<file path="config.mk">
export PLATFORM = sky130hd
export DESIGN_NAME = sha2_round_engine
export DESIGN_NICKNAME = d
export VERILOG_FILES = /design/src/rtl/sha2_round_engine.sv
export SDC_FILE = /design/constraint.sdc
export NUM_CORES = 2
export LEC_CHECK = 0
export ABC_AREA = 1
export CORE_ASPECT_RATIO = 1.4
export CORE_UTILIZATION = 42
export CTS_CLUSTER_SIZE = 16
export DETAILED_ROUTE_END_ITERATION = 8
export MAX_ROUTING_LAYER = met4
export PLACE_DENSITY = 0.62
export SYNTH_ARGS = -nofsm -noshare
export SYNTH_HDL_FRONTEND = slang
export SYNTH_SLANG_ARGS = --single-unit
</file>
<file path="constraint.sdc">
create_clock -name clk -period 6.6 [get_ports clk]
set_clock_uncertainty 0.05 [all_clocks]
set_input_delay 1.98 -clock clk [delete_from_list [all_inputs] [get_ports clk]]
set_output_delay 1.98 -clock clk [all_outputs]
set_load 0.05 [all_outputs]
</file>
<file path="src/rtl/sha2_round_engine.sv">
`timescale 1ns/1ps
// -----------------------------------------------------------------------------
// sha2_round_engine
//
// SHA-2 compression core. It takes an 8-word chaining value, runs the
// working-variable round function over a whole block (64 rounds for 32-bit
// words, 80 rounds for 64-bit words), then adds the saved chaining value back
// in (feed-forward) to produce the updated chaining value.
//
// UNROLL rounds are evaluated per clock, so a block spends
// NROUNDS/UNROLL cycles in ROUND, then one cycle in FEED, then waits in OUT
// until the digest is taken. Per-round K and W words are fetched through an
// indexed port: the engine presents round_idx and expects lane j of
// k_in/w_in to hold the word for round round_idx+j in the same cycle.
//
// Ports
//   clk        clock, rising edge
//   rst        synchronous active-high reset
//   in_valid   chaining value on h_in is valid
//   in_ready   engine accepts a block this cycle
//   h_in       chaining value, word a in the low WORD_W bits, h in the top
//   abort      cancel the block in flight (ignored when idle)
//   round_idx  first round evaluated this cycle (0 outside ROUND)
//   k_in       UNROLL K words, lane j = K[round_idx+j]
//   w_in       UNROLL W words, lane j = W[round_idx+j]
//   busy       high while rounds or feed-forward are running
//   out_valid  h_out holds a finished digest
//   out_ready  consumer takes the digest
//   h_out      updated chaining value, same packing as h_in
// -----------------------------------------------------------------------------
module sha2_round_engine #(
  parameter int WORD_W = 32,  // 32: SHA-224/256, 64: SHA-384/512/512_t
  parameter int UNROLL = 1    // rounds per clock: 1, 2, 4 or 8
) (
  input  logic                       clk,
  input  logic                       rst,
  input  logic                       in_valid,
  output logic                       in_ready,
  input  logic [8*WORD_W-1:0]        h_in,
  input  logic                       abort,
  output logic [6:0]                 round_idx,
  input  logic [UNROLL*WORD_W-1:0]   k_in,
  input  logic [UNROLL*WORD_W-1:0]   w_in,
  output logic                       busy,
  output logic                       out_valid,
  input  logic                       out_ready,
  output logic [8*WORD_W-1:0]        h_out
);

  localparam int NROUNDS = (WORD_W == 32) ? 64 : 80;

  // Round counter value during the final ROUND cycle, and its increment.
  localparam logic [6:0] LAST_IDX = 7'(NROUNDS - UNROLL);
  localparam logic [6:0] STEP     = 7'(UNROLL);

  // Big-sigma rotation amounts.
  localparam int S0_R0 = (WORD_W == 32) ? 2  : 28;
  localparam int S0_R1 = (WORD_W == 32) ? 13 : 34;
  localparam int S0_R2 = (WORD_W == 32) ? 22 : 39;
  localparam int S1_R0 = (WORD_W == 32) ? 6  : 14;
  localparam int S1_R1 = (WORD_W == 32) ? 11 : 18;
  localparam int S1_R2 = (WORD_W == 32) ? 25 : 41;

  typedef logic [WORD_W-1:0] word_t;
  // Element 0 is working variable a, element 7 is h; the packed layout
  // matches the h_in/h_out bus so the buses cast directly.
  typedef word_t [7:0] wvec_t;

  typedef enum logic [1:0] {
    S_IDLE,
    S_ROUND,
    S_FEED,
    S_OUT
  } state_e;

  state_e     state_q, state_d;
  wvec_t      work_q,  work_d;   // working variables a..h
  wvec_t      h0_q,    h0_d;     // chaining value saved for feed-forward
  wvec_t      hout_q,  hout_d;   // registered digest
  logic [6:0] cnt_q,   cnt_d;    // index of the next round to evaluate
  wvec_t      round_out;

  function automatic word_t rotr(word_t x, int unsigned n);
    return (x >> n) | (x << (WORD_W - n));
  endfunction

  function automatic wvec_t sha2_round(wvec_t s, word_t k, word_t w);
    word_t big_s0, big_s1, ch, maj, t1, t2;
    wvec_t r;
    big_s1 = rotr(s[4], S1_R0) ^ rotr(s[4], S1_R1) ^ rotr(s[4], S1_R2);
    big_s0 = rotr(s[0], S0_R0) ^ rotr(s[0], S0_R1) ^ rotr(s[0], S0_R2);
    ch     = (s[4] & s[5]) ^ (~s[4] & s[6]);
    maj    = (s[0] & s[1]) ^ (s[0] & s[2]) ^ (s[1] & s[2]);
    t1     = s[7] + big_s1 + ch + k + w;
    t2     = big_s0 + maj;
    r[0]   = t1 + t2;
    r[1]   = s[0];
    r[2]   = s[1];
    r[3]   = s[2];
    r[4]   = s[3] + t1;
    r[5]   = s[4];
    r[6]   = s[5];
    r[7]   = s[6];
    return r;
  endfunction

  // UNROLL rounds chained back to back; this chain is the critical path.
  always_comb begin : round_chain
    round_out = work_q;
    for (int j = 0; j < UNROLL; j++) begin
      round_out = sha2_round(round_out, k_in[j*WORD_W +: WORD_W],
                             w_in[j*WORD_W +: WORD_W]);
    end
  end

  // Next-state logic. Abort outranks every other request once a block has
  // been accepted; in IDLE it has nothing to cancel and is ignored.
  always_comb begin : next_state
    // NOTE: every variable gets its hold value first so no path through the
    // case statement can leave one unassigned and infer a latch.
    state_d = state_q;
    work_d  = work_q;
    h0_d    = h0_q;
    hout_d  = hout_q;
    cnt_d   = cnt_q;

    unique case (state_q)
      S_IDLE: begin
        if (in_valid) begin
          work_d  = wvec_t'(h_in);
          h0_d    = wvec_t'(h_in);
          cnt_d   = '0;
          state_d = S_ROUND;
        end
      end

      S_ROUND: begin
        if (abort) begin
          state_d = S_IDLE;
        end else begin
          work_d = round_out;
          cnt_d  = cnt_q + STEP;
          if (cnt_q == LAST_IDX) state_d = S_FEED;
        end
      end

      S_FEED: begin
        if (abort) begin
          state_d = S_IDLE;
        end else begin
          for (int i = 0; i < 8; i++) hout_d[i] = h0_q[i] + work_q[i];
          state_d = S_OUT;
        end
      end

      S_OUT: begin
        if (abort) begin
          state_d = S_IDLE;
        end else if (out_ready) begin
          if (in_valid) begin
            // Digest handed off and the next block loaded in the same cycle.
            work_d  = wvec_t'(h_in);
            h0_d    = wvec_t'(h_in);
            cnt_d   = '0;
            state_d = S_ROUND;
          end else begin
            state_d = S_IDLE;
          end
        end
      end

      default: state_d = S_IDLE;
    endcase
  end

  // Status outputs decoded from the current state only (plus the OUT-state
  // pass-through of out_ready).
  always_comb begin : outputs
    in_ready  = 1'b0;
    busy      = 1'b0;
    out_valid = 1'b0;
    round_idx = '0;
    unique case (state_q)
      S_IDLE:  in_ready = 1'b1;
      S_ROUND: begin
        busy      = 1'b1;
        round_idx = cnt_q;
      end
      S_FEED:  busy = 1'b1;
      // An aborting cycle cannot take a new block, so do not advertise it.
      S_OUT: begin
        out_valid = 1'b1;
        in_ready  = out_ready & ~abort;
      end
      default: ;
    endcase
  end

  assign h_out = hout_q;

  // NOTE: state registers use non-blocking assignments so every flop samples
  // the pre-edge values of its neighbours, independent of statement order.
  always_ff @(posedge clk) begin
    if (rst) begin
      // NOTE: the datapath registers are reset too, not just the FSM, because
      // h_out is architecturally visible and must read zero out of reset.
      state_q <= S_IDLE;
      work_q  <= '0;
      h0_q    <= '0;
      hout_q  <= '0;
      cnt_q   <= '0;
    end else begin
      state_q <= state_d;
      work_q  <= work_d;
      h0_q    <= h0_d;
      hout_q  <= hout_d;
      cnt_q   <= cnt_d;
    end
  end

endmodule

</file>
# Word level (Yosys, flattened, before mapping)
# Index checks and enable logic that the tools add are counted.
# classes
addsub	16
eq_ne	10
mux	26
bitwise_logic	21
n_reduce_logical	8
# op_table
op	n
256-bit 2-to-1 mux	7
256-bit case mux with 3 select lines	1
256-bit case mux with 2 select lines	1
32-bit adder	15
32-bit bitwise XOR	7
32-bit bitwise AND	5
7-bit 2-to-1 mux	5
32-bit inverter	1
10-bit by 32-bit OR with 32-bit output	1
19-bit by 32-bit OR with 32-bit output	1
21-bit by 32-bit OR with 32-bit output	1
26-bit by 32-bit OR with 32-bit output	1
30-bit by 32-bit OR with 32-bit output	1
7-bit by 32-bit OR with 32-bit output	1
7-bit case mux with 3 select lines	1
2-bit 2-to-1 mux	6
2-bit != test (second input constant)	4
2-bit case mux with 4 select lines	1
7-bit by 1-bit adder with 7-bit output (second input constant)	1
7-bit by 6-bit == test with 1-bit output (second input constant)	1
3-bit != test (second input constant)	2
3-bit AND reduction	2
2-bit == test (second input constant)	2
4-bit AND reduction	1
10 further kinds	12
# word_totals
regBits	777
output_inout_bits	266
word_cells	107

# Longest topological paths before layout
# logic_depth
ltp_word	10
mapped_depth	33

# Worst setup path after synthesis
# Ideal clock, no wire load.
# synth_timing
path_type	input port to flip-flop
from	input k_in[1]
to	register work_q (netlist bit round_out[62])
setup_ns	0.132
arrival_time_ns	6.845
required_ns	6.418
slack_ns	-0.427
cell_stages	29
cell_sequence	inv_1 -> fa_1 -> fa_1 -> fa_1 -> inv_1 -> ha_1 -> fa_1 -> nand2_1 -> nand3_2 -> nand2_1 -> nand2_2 -> a21oi_2 -> o21ai_2 -> a21boi_2 -> o21ai_1 -> nand2_1 -> nand2_1 -> fa_1 -> ha_1 -> a21oi_1 -> o21ai_0 -> a21oi_1 -> o21ai_0 -> a21oi_1 -> nand2_1 -> nand2_1 -> nand3_1 -> o211ai_1 -> a21oi_1
# synth_via
elab_chain_len	5
# synth_lines
item	line_no	source
from (decl)	42	input logic [UNROLL*WORD_W-1:0] k_in,
32-bit adder (2 in series)	94	t1 = s[7] + big_s1 + ch + k + w;
32-bit adder	96	r[0] = t1 + t2;
256-bit 2-to-1 mux	138	if (abort) begin
256-bit case mux with 3 select lines	127	unique case (state_q)
to (signal assigned)	214	work_q <= work_d;
to (decl)	77	wvec_t work_q, work_d;
# Every way passes these cells. The select of a mux whose other input is x is not followed.
# A chain may end at the register's enable or synchronous reset.

# Worst setup path in the final report
# layout_timing
from	input w_in[1]
to	register work_q (netlist bit round_out[44])
# layout_via
elab_chain_len	4
# layout_lines
item	line_no	source
from (decl)	43	input logic [UNROLL*WORD_W-1:0] w_in,
32-bit adder	94	
32-bit adder	96	
256-bit 2-to-1 mux	138	
256-bit case mux with 3 select lines	127	
# Every way passes these cells. The select of a mux whose other input is x is not followed.

==> Implementation_results.wiki <==
{| class="wikitable"
! Metric !! Value
|-
| Nets@finish || around 9600
|-
| Number of DRC violations after detailed routing || 0
|-
| Overall die width || just over 300 um
|-
| Unrepaired setup endpoints after global routing || yes
|-
| Cells on Worst Hold Path || 2
|-
| Highest-count cells in the layout ignoring fill and taps || nand2_1, inv_1, nor2_1
|-
| Root Buffer Master || clkbuf_16
|-
| Placeable core region || 128800 um^2
|-
| Worst-case hold path end point || h_out[32]$_SDFFE_PP0P_
|-
| Run status || complete, but fails checks
|-
| Capturing element type of the critical path || flip-flop
|-
| Avg Vias per Cell || 5.555
|-
| Actual slew at the worst max-slew pin || a little over 1 ns
|-
| Top cells by area in the synthesized netlist || dfxtp_1, nand2_1, inv_1
|-
| Die Footprint || roughly 130000 um^2
|-
| Post-synth top area cell || dfxtp_1
|-
| TritonCTS clock tree || yes
|-
| Total via count after detailed routing || ~59000
|-
| Starting utilization of the core area || a little over two fifths
|-
| Cell Area, Synth || 54480 um^2
|-
| Clock transition at the register clock pins on the worst setup and hold paths after CTS || roughly 0.06 ns
|-
| R2R cell count || 28
|-
| Antenna-violating nets left || 0
|-
| Post-Synth XOR/XNOR Area || 4.871%
|-
| 1st-pass router iterations || 8
|-
| Proportion of register bits with asynchronous set or reset after synthesis || 0%
|-
| HPWL after DPL || about 210000 um
|-
| Worst path setup slack after routing || -0.05642 ns
|-
| Element type at the critical path start || input pin
|-
| Fraction of final layout cells sized beyond drive strength 1 || between 10% and 20%
|-
| Violations in the final reports || setup timing
|-
| Minimum clock period || 6.656 ns
|-
| Proportion of netlist area held by the largest area contributor || 28.55%
|-
| Arrival time worst endpoint || between 7 and 8 ns
|-
| Number of enable-type register cells in the synthesized netlist || 0
|-
| Setup violators final || 9
|-
| Critical-path maximum fanout || 4
|-
| Remaining Overflow, GRT || 0
|-
| # port buffers || ~600
|-
| Maximum number of pins on one net before global-route repair || between 100 and 150
|-
| Slew Viols, Final || 0
|-
| Max_cap viols || 0
|-
| Leading register cell type out of synthesis || dfxtp_1
|-
| # rows || about 160
|-
| Source-to-sink clock delay at the later pin of the worst-skew pair || 0.76 ns
|-
| Final Cycle Share || 100.9%
|-
| Number of buffers created by CTS || 87
|-
| Antenna violations before repair || 13
|-
| Number of hold-slack violations in the final timing report || 0
|-
| Post-synthesis sequential element count || between 700 and 800
|-
| Most frequent standard cell in the layout excluding fill and tap cells || nand2_1
|-
| Routed wire length || approximately 260000 um
|-
| Global-route wire length before repair || roughly 380000 um
|-
| Synth cell types || 58
|-
| Rel. slew slack || slightly above 30%
|-
| Fraction of the mapped netlist area in adder cells || between 10 and 15%
|-
| Compound-cell area share of the yosys netlist || a little over a fifth
|-
| Worst Hold Slack || 0.4368 ns
|-
| Count of yosys warnings during synthesis || 0
|-
| Share of synthesized area occupied by flip-flops and latches || 28.55%
|-
| Launch point of the worst hold path || h_out[32]$_SDFFE_PP0P_
|-
| # clock sinks || a little under 800
|-
| Max Freq || 0.1502 GHz
|-
| Critical R2R Capture || round_out[54]$_SDFFE_PP0P_
|-
| Register-to-register path setup slack || between 0.4 and 0.5 ns
|-
| Global router's overall resource usage || between 40% and 50%
|-
| Synthesized-area fraction occupied by and/or/nand/nor cells || between 20 and 25%
|-
| Gp weighted congestion || between 1 and 1.5
|-
| Average wire per standard cell || about 25 um
|-
| Data required time at the worst endpoint || roughly 7.1 ns
|-
| Ports placed on the boundary || 591
|-
| Mean post-synth cell area || ~6.8 um^2
|-
| Combinational family with the most area after synthesis || compound AO/OA/AOI/OAI gates
|-
| Min-Delay Path Class || flip-flop to flip-flop
|-
| Hold_buf cts || 0
|-
| Drt first-iter violations || 4961
|-
| Syn-to-layout area delta || 30.62%
|-
| Critical path class || input pin to flip-flop
|-
| Synth Instances || between 7000 and 8000
|-
| CTS Buffer Depth || 3
|-
| Filler instances || ~13000
|-
| CTS H-tree lvls || 3
|-
| Die Span Y || about 430 um
|-
| Crit Reg-Reg Startpoint || work_q[229]$_SDFFE_PP0P_
|-
| Total nets after synthesis || a little under 9000
|-
| Multiplexer share of the synthesized area || 0.4318%
|-
| Via count of the first global-routing pass || approximately 57000
|}
## how the worst max path moves through the flow
| stage | startpoint | endpoint | slack [ns] | cells after the start |
|---|---|---|---|---|
| floorplan | w_in[1] | round_out[62]$_SDFFE_PP0P_ | -0.23 | 29 |
| global placement | k_in[3] | round_out[59]$_SDFFE_PP0P_ | -1.45 | 30 |
| detailed placement | k_in[3] | round_out[59]$_SDFFE_PP0P_ | -1.52 | 30 |
| CTS | w_in[6] | round_out[55]$_SDFFE_PP0P_ | -0.09 | 32 |
| global route | w_in[1] | round_out[44]$_SDFFE_PP0P_ | -0.24 | 28 |
| finish | w_in[1] | round_out[44]$_SDFFE_PP0P_ | -0.06 | 28 |
## kinds of logic (layout without fill, tap and decap cells)
kind of cell | Yosys count | in the layout
other | 0 | 13
AO/OA/AOI/OAI | 2059 | 2059
adder cells (fa/ha/maj) | 480 | 480
buffers and inverters | 1590 | 2511
multiplexers | 23 | 23
flip-flops | 777 | 777
AND/OR/NAND/NOR | 2728 | 2728
XOR/XNOR | 303 | 303
## registers in the layout, indices dropped and copies added, names as in the netlist
register	cells
cnt_q	7
state_q	2
round_out	192
work_q	64
h_out	256
h0_q	256
## timing repair
action                     in CTS  in global routing
buffers inserted               38                 32
setup endpoints to repair      48                 42
pin swaps                     240                268
gates resized for setup       471                374
## final cells by class
cell class,count,area [um^2],share of cell area (%)
multi-input combinational,5593,35620,50.06
antenna,13,32.53,0.04572
sequential,777,15550,21.86
clock inverter,41,569.3,0.8000
tap,1659,2076,2.917
clock buffer,120,2522,3.545
timing repair buffer,1109,10060,14.14
inverter,1241,4725,6.639
## routing by layer
metal / GRT usage, % / vias to the layer above / wire (um)
met5: - / - / 0
li1: - / 27840 / -
met4: 29.09 / 0 / 22880
met2: 65.85 / 2315 / 124200
met1: 44.00 / 27820 / 98350
met3: 5.803 / 638 / 16580
## cell usage after synthesis (47+ instances only)
cell / n
nand2_1: 1272
inv_1: 1237
nor2_1: 960
o21ai_0: 788
dfxtp_1: 777
a21oi_1: 678
ha_1: 347
nand3_1: 283
clkbuf_1: 248
xor2_1: 184
fa_1: 133
xnor2_1: 119
a31oi_1: 113
a221oi_1: 104
nor3_1: 92
buf_2: 76
o21bai_1: 62
nand4_1: 56
a21o_1: 55
o211ai_1: 47
## metrics by stage
step           setup WS, ns  area [um^2]  TNS [ns]  utilization (%)  std cells
3_5_place_dp         -1.519        65130    -61.62            50.56      10320
3_3_place_gp         -1.446        65130    -60.59            50.56      10320
6_report           -0.05642        71160   -0.1783            55.24      10550
4_1_cts            -0.08827        69670   -0.1919            54.08      10520
2_1_floorplan       -0.2316        54840    -1.590                -       7960
5_1_grt             -0.2445        71150    -4.152            55.23      10550
## worst max-delay path: stages
cell and delay [ns]:
buf_8 0.08, inv_8 0.03, fa_2 0.62, fa_1 0.45
fa_1 0.52, inv_2 0.05, ha_4 0.16, fa_2 0.38
buf_6 0.13, nand3_2 0.06, nand3_2 0.06, xor2_1 0.14
buf_4 0.18, clkinvlp_4 0.21, fa_2 0.59, inv_2 0.04
ha_4 0.25, buf_6 0.12, nand2_4 0.07, inv_4 0.04
a21boi_4 0.20, o21ai_4 0.10, nand2_1 0.11, nand2_2 0.08
xor2_1 0.16, buf_4 0.15, o21ai_2 0.13, a21oi_2 0.07
Power is not shown: default switching activity piles up to over one toggle a cycle in this logic, so the estimate is an artifact.
